File: src/rtl/seg7_scan_n.sv
// seg7_scan_n: time-multiplexed driver for a bank of seven-segment digits.
// Each digit owns a slot of SCAN_DIV clocks. The first BLANK_CYCLES of every
// slot are dark to hide ghosting while the digit drivers switch over. A 4-bit
// PWM sets the brightness, and leading zeros can be blanked. Inputs are
// captured once per frame so the displayed number never tears mid-scan.
module seg7_scan_n #(
    parameter int DIGITS         = 4,
    parameter int SCAN_DIV       = 50000,
    parameter int BLANK_CYCLES   = 2,
    parameter int SEG_ACTIVE_LOW = 0,
    parameter int DIG_ACTIVE_LOW = 1
) (
    input  logic                iCLK,
    input  logic                iRST_N,
    input  logic [4*DIGITS-1:0] iDIG,
    input  logic [DIGITS-1:0]   iDP,
    input  logic [DIGITS-1:0]   iEN,
    input  logic                iLZS,
    input  logic [3:0]          iBRIGHT,
    output logic [6:0]          oSEG,
    output logic                oDP,
    output logic [DIGITS-1:0]   oDIG,
    output logic                oFRAME
);

    localparam int SC_W  = (SCAN_DIV > 1) ? $clog2(SCAN_DIV) : 1;
    localparam int IDX_W = (DIGITS > 1) ? $clog2(DIGITS) : 1;

    localparam logic [SC_W-1:0]   SC_LAST  = SC_W'(SCAN_DIV - 1);
    localparam logic [IDX_W-1:0]  IDX_LAST = IDX_W'(DIGITS - 1);

    // XOR masks: an undriven output sits at these levels, and XOR-ing the
    // active-high value with them gives the pin polarity.
    localparam logic [6:0]        SEG_OFF = (SEG_ACTIVE_LOW != 0) ? 7'h7F : 7'h00;
    localparam logic              DP_OFF  = (SEG_ACTIVE_LOW != 0);
    localparam logic [DIGITS-1:0] DIG_OFF = (DIG_ACTIVE_LOW != 0) ? {DIGITS{1'b1}} : '0;

    typedef struct packed {
        logic [4*DIGITS-1:0] dig;
        logic [DIGITS-1:0]   dp;
        logic [DIGITS-1:0]   en;
        logic                lzs;
        logic [3:0]          bright;
    } shadow_t;

    logic [SC_W-1:0]   sc_q, sc_d;
    logic [IDX_W-1:0]  idx_q, idx_d;
    logic [3:0]        pwm_q, pwm_d;
    shadow_t           sh_q, sh_d;
    logic [6:0]        seg_q, seg_d;
    logic              dp_q, dp_d;
    logic [DIGITS-1:0] dig_q, dig_d;
    logic              frame_q, frame_d;

    logic              frame_start;
    logic              past_blank;
    logic [3:0]        sel_nib;
    logic              sel_dp;
    logic              sel_en;
    logic              sel_supp;
    logic [DIGITS-1:0] sel_onehot;
    logic [DIGITS-1:0] supp;
    logic              zero_run;
    logic              drive;

    function automatic logic [6:0] hex_to_seg(input logic [3:0] nib);
        logic [6:0] seg;
        unique case (nib)
            4'h0: seg = 7'b0111111;
            4'h1: seg = 7'b0000110;
            4'h2: seg = 7'b1011011;
            4'h3: seg = 7'b1001111;
            4'h4: seg = 7'b1100110;
            4'h5: seg = 7'b1101101;
            4'h6: seg = 7'b1111101;
            4'h7: seg = 7'b0000111;
            4'h8: seg = 7'b1111111;
            4'h9: seg = 7'b1101111;
            4'hA: seg = 7'b1110111;
            4'hB: seg = 7'b1111100;
            4'hC: seg = 7'b0111001;
            4'hD: seg = 7'b1011110;
            4'hE: seg = 7'b1111001;
            default: seg = 7'b1110001;
        endcase
        return seg;
    endfunction

    // Dead time: with no blanking every slot cycle may light, which avoids
    // an always-true unsigned compare against zero.
    generate
        if (BLANK_CYCLES == 0) begin : g_no_blank
            assign past_blank = 1'b1;
        end else begin : g_blank
            assign past_blank = (sc_q >= SC_W'(BLANK_CYCLES));
        end
    endgenerate

    // Slot counter, digit index and free-running PWM phase.
    always_comb begin
        frame_start = (sc_q == '0) && (idx_q == '0);
        pwm_d       = pwm_q + 4'd1;
        sc_d        = sc_q + SC_W'(1);
        idx_d       = idx_q;
        if (sc_q == SC_LAST) begin
            sc_d  = '0;
            idx_d = (idx_q == IDX_LAST) ? '0 : idx_q + IDX_W'(1);
        end
    end

    // Capture all inputs on the first cycle of a frame. Outputs produced on
    // that same cycle already use the fresh values.
    always_comb begin
        sh_d = sh_q;
        if (frame_start) begin
            sh_d.dig    = iDIG;
            sh_d.dp     = iDP;
            sh_d.en     = iEN;
            sh_d.lzs    = iLZS;
            sh_d.bright = iBRIGHT;
        end
    end

    // Leading-zero map, then pick out the scanned digit's nibble and flags.
    always_comb begin
        // NOTE: every comb output gets a default first so no path can infer a latch.
        sel_nib    = '0;
        sel_dp     = 1'b0;
        sel_en     = 1'b0;
        sel_supp   = 1'b0;
        sel_onehot = '0;
        supp       = '0;
        zero_run   = sh_d.lzs;
        for (int i = DIGITS - 1; i >= 1; i--) begin
            zero_run = zero_run && (sh_d.dig[4*i +: 4] == 4'h0);
            supp[i]  = zero_run;
        end
        for (int i = 0; i < DIGITS; i++) begin
            if (idx_q == IDX_W'(i)) begin
                sel_nib       = sh_d.dig[4*i +: 4];
                sel_dp        = sh_d.dp[i];
                sel_en        = sh_d.en[i];
                sel_supp      = supp[i];
                sel_onehot[i] = 1'b1;
            end
        end
    end

    // Gate the decode with dead time, PWM, enable and suppression, then apply polarity.
    always_comb begin
        drive   = past_blank && (pwm_q <= sh_d.bright) && sel_en && !sel_supp;
        seg_d   = (drive ? hex_to_seg(sel_nib) : 7'h00) ^ SEG_OFF;
        dp_d    = (drive && sel_dp) ^ DP_OFF;
        dig_d   = (drive ? sel_onehot : '0) ^ DIG_OFF;
        frame_d = frame_start;
    end

    // State and registered outputs.
    always_ff @(posedge iCLK or negedge iRST_N) begin
        if (!iRST_N) begin
            // NOTE: the output flops reset to their inactive levels, so the display goes dark the moment reset asserts, with no clock edge needed.
            sc_q    <= '0;
            idx_q   <= '0;
            pwm_q   <= '0;
            sh_q    <= '0;
            seg_q   <= SEG_OFF;
            dp_q    <= DP_OFF;
            dig_q   <= DIG_OFF;
            frame_q <= 1'b0;
        end else begin
            // NOTE: non-blocking assignments, so every flop samples the pre-edge values.
            sc_q    <= sc_d;
            idx_q   <= idx_d;
            pwm_q   <= pwm_d;
            sh_q    <= sh_d;
            seg_q   <= seg_d;
            dp_q    <= dp_d;
            dig_q   <= dig_d;
            frame_q <= frame_d;
        end
    end

    assign oSEG   = seg_q;
    assign oDP    = dp_q;
    assign oDIG   = dig_q;
    assign oFRAME = frame_q;

endmodule
File: config.mk
export PLATFORM = sky130hd
export DESIGN_NAME = seg7_scan_n
export DESIGN_NICKNAME = d
export VERILOG_FILES = /design/src/rtl/seg7_scan_n.sv
export SDC_FILE = /design/constraint.sdc
export NUM_CORES = 1
export LEC_CHECK = 0
export ABC_CLOCK_PERIOD_IN_PS = 4100
export CAP_MARGIN = 20
export CORE_MARGIN = 10
export CORE_UTILIZATION = 30
export DETAILED_ROUTE_END_ITERATION = 12
export SLEW_MARGIN = 0
export SYNTH_ARGS = -nofsm -noshare
export SYNTH_HDL_FRONTEND = slang
export SYNTH_SLANG_ARGS = --single-unit
export TNS_END_PERCENT = 50
File: constraint.sdc
create_clock -name iCLK -period 4.1 [get_ports iCLK]
set_clock_uncertainty 0.1 [all_clocks]
set_input_delay 0.41 -clock iCLK [delete_from_list [all_inputs] [get_ports iCLK]]
set_output_delay 0.41 -clock iCLK [all_outputs]
set_load 0.02 [all_outputs]
After elaboration in Yosys (flattened, before gate mapping)
Memories as Yosys holds them, arrays and structs flattened.
Index checks and enable logic that the tools add are counted.
{"block": "op_classes", "n_reduce_logical": 14, "add_sub_neg": 3, "eq_ne": 4, "bitwise": 1, "n_lt_le_gt_ge": 2, "muxes": 24}
{"operator": "$mux 29", "count": 1}
{"operator": "$mux 4", "count": 5}
{"operator": "$add 16x1->16 const B", "count": 1}
{"operator": "$eq 16x16->1 const B", "count": 1}
{"operator": "$ge 16x2->1 const B", "count": 1}
{"operator": "$logic_not 16->1", "count": 1}
{"operator": "$mux 16", "count": 1}
{"operator": "$mux 1", "count": 15}
{"operator": "$logic_not 4->1", "count": 3}
{"operator": "$logic_and 1x1->1", "count": 8}
{"operator": "$mux 7", "count": 1}
{"operator": "$add 4x1->4 const B", "count": 1}
{"operator": "$eq 2x2->1 const B", "count": 2}
{"operator": "$le 4x4->1", "count": 1}
{"operator": "$not 4->4", "count": 1}
{"operator": "$add 2x1->2 const B", "count": 1}
{"operator": "$eq 2x1->1 const B", "count": 1}
{"operator": "$logic_not 2->1", "count": 1}
{"operator": "$mux 2", "count": 1}
{"operator": "$logic_not 1->1", "count": 1}
{"block": "word_totals", "elab_cells": 61, "memories": 1, "mem_bits_ro": 112, "reg_bits": 64, "output_inout_bits": 13}
{"name": "(name not given)", "depth": 16, "width": 7, "read_ports": 1, "rd_ports_with_merged_regs": 0, "write_ports": 0, "line": "68", "rtl": "unique case (nib)"}

Logic depth before layout (Yosys ltp)
{"block": "depth", "word_depth": 14, "depth_mapped": 17}

Worst setup path before layout
Ideal clock, no wire load.
{"block": "synth_timing", "path_kind": "reg-to-reg", "start": "reg sc_q[6]", "end": "reg seg_q[1] (netlist: oSEG[1])", "slack_ns": 0.743, "path_stages_with_launch": 17, "arrival_ns": 3.153, "path_buffers": 2, "required_ns": 3.896, "setup_ns": 0.104, "synth_period_minus_slack_ns": 3.357, "path_cell_list": "dfrtp_1 nor4_4 nand4_4 nor2_8 buf_6 buf_6 mux2_2 inv_1 ha_1 nor2b_1 o21ai_0 nand2b_1 a21oi_1 o32ai_1 nor3_2 nand2_1 a221oi_1"}
{"element": "start: declaration", "line": "46", "rtl": "logic [SC_W-1:0] sc_q, sc_d;"}
{"element": "start signal: assignment", "line": "162", "rtl": "sc_q <= '0;"}
{"element": "start signal: assignment", "line": "172", "rtl": "sc_q <= sc_d;"}
{"element": "end signal: assignment", "line": "176", "rtl": "seg_q <= seg_d;"}
{"element": "end: declaration", "line": "50", "rtl": "logic [6:0] seg_q, seg_d;"}

==> reports/metrics.csv <==
stage;metric;value;unit
cts;root buffer cell;clkbuf_8;
cts;Inserted Clock Buffers;9;
power_and_ir_drop;power per cell area;330;mW/mm^2
synth;Post-Synth XOR/XNOR Area;0.0399;
synth;Post-Synth Adder-Cell Area;0.0684;
worst_setup_path;crit start category;flop;
synth;Synth cell types;54;
cts;Max Root-Sink Buffers;2;
placement;Port-buffer cells;43;
power_and_ir_drop;Total Power;1.34;mW
run_status;status;finished clean;
detailed_routing;residual DRC count;0;
worst_setup_path;CP Max Fanout;21;
synth;syn_area_per_cell;11.1;sq um
worst_setup_path;critical path class;reg2reg;
finish;final instance area;0.00407;sq mm
floorplanning;number of I/O pins;44;
detailed_routing;drt pass-1 iters;4;
synth;Synthesized Nets;345;
cts;Hold-fix buffers, CTS;0;
sta;Finish-stage setup viols;0;
global_routing;vias in the first global route;2539;
synth;Syn Inst Count;296;
detailed_routing;DR WL/cell;15.2;um
synth;largest family of logic cells by synthesized area;simple AND/OR/NAND/NOR gates;
cts;H-tree depth;3;
worst_setup_path;Register-to-Register Setup Slack;580;ps
synth;EDFF count, synth;0;
global_routing;first-pass GRT wire length;12.6;mm
synth;multiplexer share of the synthesized area;0.0859;
placement;placed insts;473;
run;max cap viols;0;
sta;Final Hold Fails;0;
sta;relative slew slack;0.378;
floorplanning;die width;125;um
detailed_routing;Vias;2341;
sta;fin. max-slew vios;0;
cts;cts repair resizes;0;
synth;Synth Area in Compound Gates;0.114;
global_routing;antenna violations before repair;0;
placement;Final GP Congestion;0.901;
global_routing;Total GRT Usage;0.0987;
worst_setup_path;Setup crit end kind;flop;
worst_setup_path;CP arrival;3680;ps
worst_setup_path;worst r2r path cells;12;
power_and_ir_drop;VDD IR max;0.188;mV
finish;# diodes;0;
sta;setup_tns;0;ps
finish;Layout Nets;393;
cts;# Post-CTS Setup Buffers;0;
worst_setup_path;critical path data required time;4260;ps
synth;synthesized area;0.00329;sq mm
cts;CTS tree;built;
finish;P&R area growth vs syn;23.6;%
synth;post-synthesis simple-gate area fraction;0.167;
placement;Final HPWL DP;5.57;mm
floorplanning;die area;0.0156;sq mm
synth;register bit total from synthesis;64;
synth;Top FF cell, synth;dfrtp_1;
finish;layout cells sized above 1;0.152;
synth;Ys Warns;0;
sta;Tmin final;3520;ps
sta;RSZ-0062 raised after global routing;no;
synth;Async SR Flop Fraction;1.00;
floorplanning;Rows;38;
detailed_routing;Detailed Route Iter0 Violations;179;
sta;final worst-path cycle share;0.858;
sta;Slew @ Worst Pin;932;ps
finish;Final Non-Filler Cells;488;
cts;Clock Latency Late Sink;330;ps
floorplanning;initial core utilization;0.305;
global_routing;total global routing overflow;0;
floorplanning;Die Ht;125;um
placement;DP Area;0.00386;sq mm
detailed_routing;Final Routed Wirelength;7.41;mm
worst_setup_path;worst reg2reg startpoint;sc_q[8]$_DFF_PN0_;
power_and_ir_drop;P_leak;1.82;nW
finish;Fill cells;1073;
min_path;hold crit path type;in2async;
sta;f_max;284;MHz
synth;register area share after synthesis;0.488;
detailed_routing;Routed Antenna Nets;0;
worst_setup_path;RR Endpoint;oSEG[3]$_DFF_PN0_;
cts;Reg clk slew, reported paths;70;ps
detailed_routing;Vias/cell;4.80;
cts;Sinks on Clock Net;64;
global_routing;largest net degree at the start of global routing;44;
floorplanning;core area;0.0108;sq mm
==> kinds of logic after synthesis <==
| family | Yosys count |
|---|---|
| adder cells (fa/ha/maj) | 18 |
| XOR/XNOR | 15 |
| multiplexers | 25 |
| buffers and inverters | 28 |
| flip-flops | 64 |
| AND/OR/NAND/NOR | 98 |
| AO/OA/AOI/OAI | 48 |
==> flip-flops by register name, indices dropped and copies added (netlist names) <==
| register | cells |
|---|---|
| pwm_q | 4 |
| sh_q | 29 |
| oFRAME | 1 |
| sc_q | 16 |
| oDIG | 4 |
| oSEG | 7 |
| idx_q | 2 |
| oDP | 1 |
==> layout make-up <==
class / instances / area, sq um / area share
Clock buffer: 12 / 165 / 0.0406
Clock inverter: 3 / 40.0 / 0.00984
Inverter: 19 / 71.3 / 0.0175
Multi-Input combinational cell: 204 / 1560 / 0.384
Sequential cell: 64 / 1610 / 0.395
Tap cell: 140 / 175 / 0.0431
Timing Repair Buffer: 46 / 448 / 0.110
==> routing by layer <==
metal | up-vias | share of wire | GRT usage
met3 | 12 | 0.039 | 0.0319
met1 | 1139 | 0.46 | 0.118
li1 | 1139 | - | -
met4 | 0 | 0.017 | 0.0343
met5 | - | 0 | 0
met2 | 51 | 0.48 | 0.163
==> how the worst max path moves through the flow <==
stage | start | to | slack, ps | cells past startpoint
2_1_floorplan | sc_q[6]$_DFF_PN0_ | oSEG[1]$_DFF_PN0_ | 740 | 16
3_3_place_gp | sc_q[8]$_DFF_PN0_ | oSEG[1]$_DFF_PN0_ | 590 | 14
3_5_place_dp | sc_q[6]$_DFF_PN0_ | oSEG[3]$_DFF_PN0_ | 570 | 12
4_1_cts | sc_q[11]$_DFF_PN0_ | oSEG[1]$_DFF_PN0_ | 560 | 14
5_1_grt | sc_q[6]$_DFF_PN0_ | oSEG[1]$_DFF_PN0_ | 280 | 14
6_report | sc_q[8]$_DFF_PN0_ | oSEG[3]$_DFF_PN0_ | 580 | 12
==> cells in the mapped netlist, types with 6 or more instances <==
master   number  area [sq um]
inv_1        19          71.3
nor3_1        6          30.0
o21ai_0      10          50.1
nand3_1      17          85.1
ha_1         18           225
nor2_1       20          75.1
mux2_2       17           191
xnor2_1       6          52.6
a21oi_1       7          35.0
nand2_1      25          93.8
dfrtp_1      60          1500
and3_1        6          37.5
xor2_1        9          78.8
==> worst max-delay path: stages (launching register included) <==
cell and delay (ps):
dfrtp_1 440, nor3_1 380, nand4_4 240, nor2_8 230, buf_4 310, mux2_2 400, a22oi_1 190, a21o_1 280
inv_1 110, ha_1 240, a21boi_0 140, a211o_1 250, a21oi_1 130
==> power breakdown <==
group / switching (mW) / internal (mW) / leakage, nW
registers: 0.00523 / 0.653 / 0.784
logic: 0.0649 / 0.0644 / 0.930
clock network: 0.229 / 0.325 / 0.108
==> placed cells by master, fill, tap and decap left out, types with 3 or more instances in the layout <==
master,instances
ha_1,18
nor2_1,20
and4_1,3
buf_4,3
dfstp_2,4
nor2b_1,3
and3_1,6
nand3_1,17
nor3_1,6
dfrtp_1,60
mux2i_1,5
xnor2_1,6
clkbuf_8,12
mux2_2,17
and2_1,5
nand2_1,25
xor2_1,9
a221oi_1,4
clkdlybuf4s50_1,42
o21ai_1,3
o21ai_0,10
a21oi_1,7
a31oi_1,3
inv_1,19
==> per-stage QoR <==
stage | utilization | hold slack [ps] | setup slack [ps]
after global routing | 0.377 | 189 | 276
after detailed placement | 0.358 | 373 | 571
final | 0.377 | 116 | 582
after floorplan | - | 14.4 | 743
after CTS | 0.377 | 142 | 562
after global placement | 0.358 | 366 | 595
Power figures use the tool's default switching activity.
==> patch: new RTL, same flow settings <==
`sc_q` no longer has a reset.
--- a/src/rtl/seg7_scan_n.sv
+++ b/src/rtl/seg7_scan_n.sv
@@ -159,7 +159,6 @@
     always_ff @(posedge iCLK or negedge iRST_N) begin
         if (!iRST_N) begin
             // NOTE: the output flops reset to their inactive levels, so the display goes dark the moment reset asserts, with no clock edge needed.
-            sc_q    <= '0;
             idx_q   <= '0;
             pwm_q   <= '0;
             sh_q    <= '0;
@@ -169,7 +168,6 @@
             frame_q <= 1'b0;
         end else begin
             // NOTE: non-blocking assignments, so every flop samples the pre-edge values.
-            sc_q    <= sc_d;
             idx_q   <= idx_d;
             pwm_q   <= pwm_d;
             sh_q    <= sh_d;
@@ -180,6 +178,10 @@
         end
     end
 
+    always_ff @(posedge iCLK) begin
+        sc_q <= sc_d;
+    end
+
     assign oSEG   = seg_q;
     assign oDP    = dp_q;
     assign oDIG   = dig_q;
Function: changed (Yosys sat finds a counterexample within 4 cycles, from zero or initial values and one cycle with iRST_N low).
==> patch against the original RTL <==
Cell area shrank 0.77%; worst hold slack gained 250 ps; worst setup slack lost 25 ps; synthesized area shrank 1.2%; first-iteration DRC count shrank 12%; wire length shrank 3.4%; sequential cell count is the same; critical path type unchanged.
Power is not compared: it rests on default switching activity, and its combinational part moved more than twofold at a synthesized area within 25%.
==> patch: results (changes against the original RTL) <==
* Most area-consuming cells after synthesis: dfrtp_1 (34%), dfxtp_1 (9.8%), ha_1 (6.9%)
* Min Hold Slack at 365 ps (+249 ps)
* Largest net degree at the start of global routing at 49 (+11%)
* Synth cell count leaders: dfrtp_1 (44), nand2_1 (25), ha_1 (18), inv_1 (18), mux2_2 (17)
* FILL cells at 1054 (-1.8%)
* DR vias/cell at 4.80 (about the same)
* GRT Total Usage at 9.55% (-0.32 points)
* Worst Tran Pin Value at 811 ps (-122 ps)
* Syn avg cell area at 11.2 sq um (+0.87%)
* Min-delay worst type: reg -> reg
* Status: finished clean
* Finished Layout Cells at 482 (-1.2%)
* End of the critical path: oSEG[2]
* Drt initial violations at 158 (-12%)
* Worst r2r src: sc_q[10]
* RePlAce Congestion at 0.865 (-4.0%)
* Share of cells above drive strength 1 at 18.2% (+3.0 points)
* Post-synth ARST share at 75.0% (-25 points)
* Number of instances in the placed design at 464 (-1.9%)
* Netlist cell types at 55 (+1.9%)
* Routed WL at 7.15 mm (-3.4%)
* Sequential fraction of the synthesis area at 46.9% (-1.9 points)
* Final min period at 3540 ps (+25.3 ps)
* Vias in the first global route at 2343 (-7.7%)
* R2R cell count at 14 (+2)
* DP Area at 3810 sq um (-1.4%)
* Reg2reg setup slack at 560 ps (-30 ps)
* Worst Path Max Fanout at 11 (-48%)
* Post-DP HPWL at 5.46 mm (-1.9%)
* Nets at 390 (-0.76%)
-- patch: changes by cell type in the layout (fill, tap and decap cells not counted), moves of 3 or more --
cell,unedited run,this run
nor2_1,20,15
xnor2_1,6,10
a221oi_1,4,0
mux2_1,1,4
a221oi_2,0,3
dfrtp_1,60,44
xor2_1,9,6
nor2_2,0,3
dfxtp_1,0,16
o21ai_0,10,7
nor3_1,6,9
-- patch: routing by layer --
| layer | vias up | part of all wire, % | GRT usage [%] |
|---|---|---|---|
| met1 | 1116 | 47 | 12.4 |
| met4 | 0 | 1.4 | 3.24 |
| met5 | - | 0 | 0 |
| met3 | 10 | 5.4 | 2.90 |
| met2 | 56 | 46 | 14.8 |
| li1 | 1130 | - | - |
-- patch: power groups by stage --
stage	logic [mW]	registers, mW	clock network [mW]
global placement	0.0405	0.641	0
detailed placement	0.0403	0.641	0
CTS	0.0408	0.629	0.563
global route	0.0460	0.628	0.592
finish	0.0424	0.629	0.543
floorplan	0.000343	0.641	0
-- patch: worst max-delay path, stage by stage, from the launching register on --
cell and delay, ps:
dfxtp_1 360, nor4_4 390, nand4_4 200, nor2_4 370
mux2_2 390, inv_1 70, ha_1 230, nor2b_1 130
o21ai_0 130, nand2b_1 70, a21oi_1 140, a41oi_1 70
nor2_1 190, o2111ai_2 320, a311oi_2 280
-- patch: area by class of cell --
type,count,area share [%]
clock buffers,11,3.50
inverters,18,1.67
multi-input cells,200,39.6
repair buffers,48,11.8
well taps,136,4.21
clock inverters,5,1.39
flip-flops and latches,64,37.8
-- patch: cell families after synthesis --
family                   synth area share, %
AO/OA/AOI/OAI                           12.0
buffers and inverters                   3.96
adder cells (fa/ha/maj)                 6.92
flip-flops                              46.9
XOR/XNOR                                4.31
multiplexers                            9.88
AND/OR/NAND/NOR                         16.0
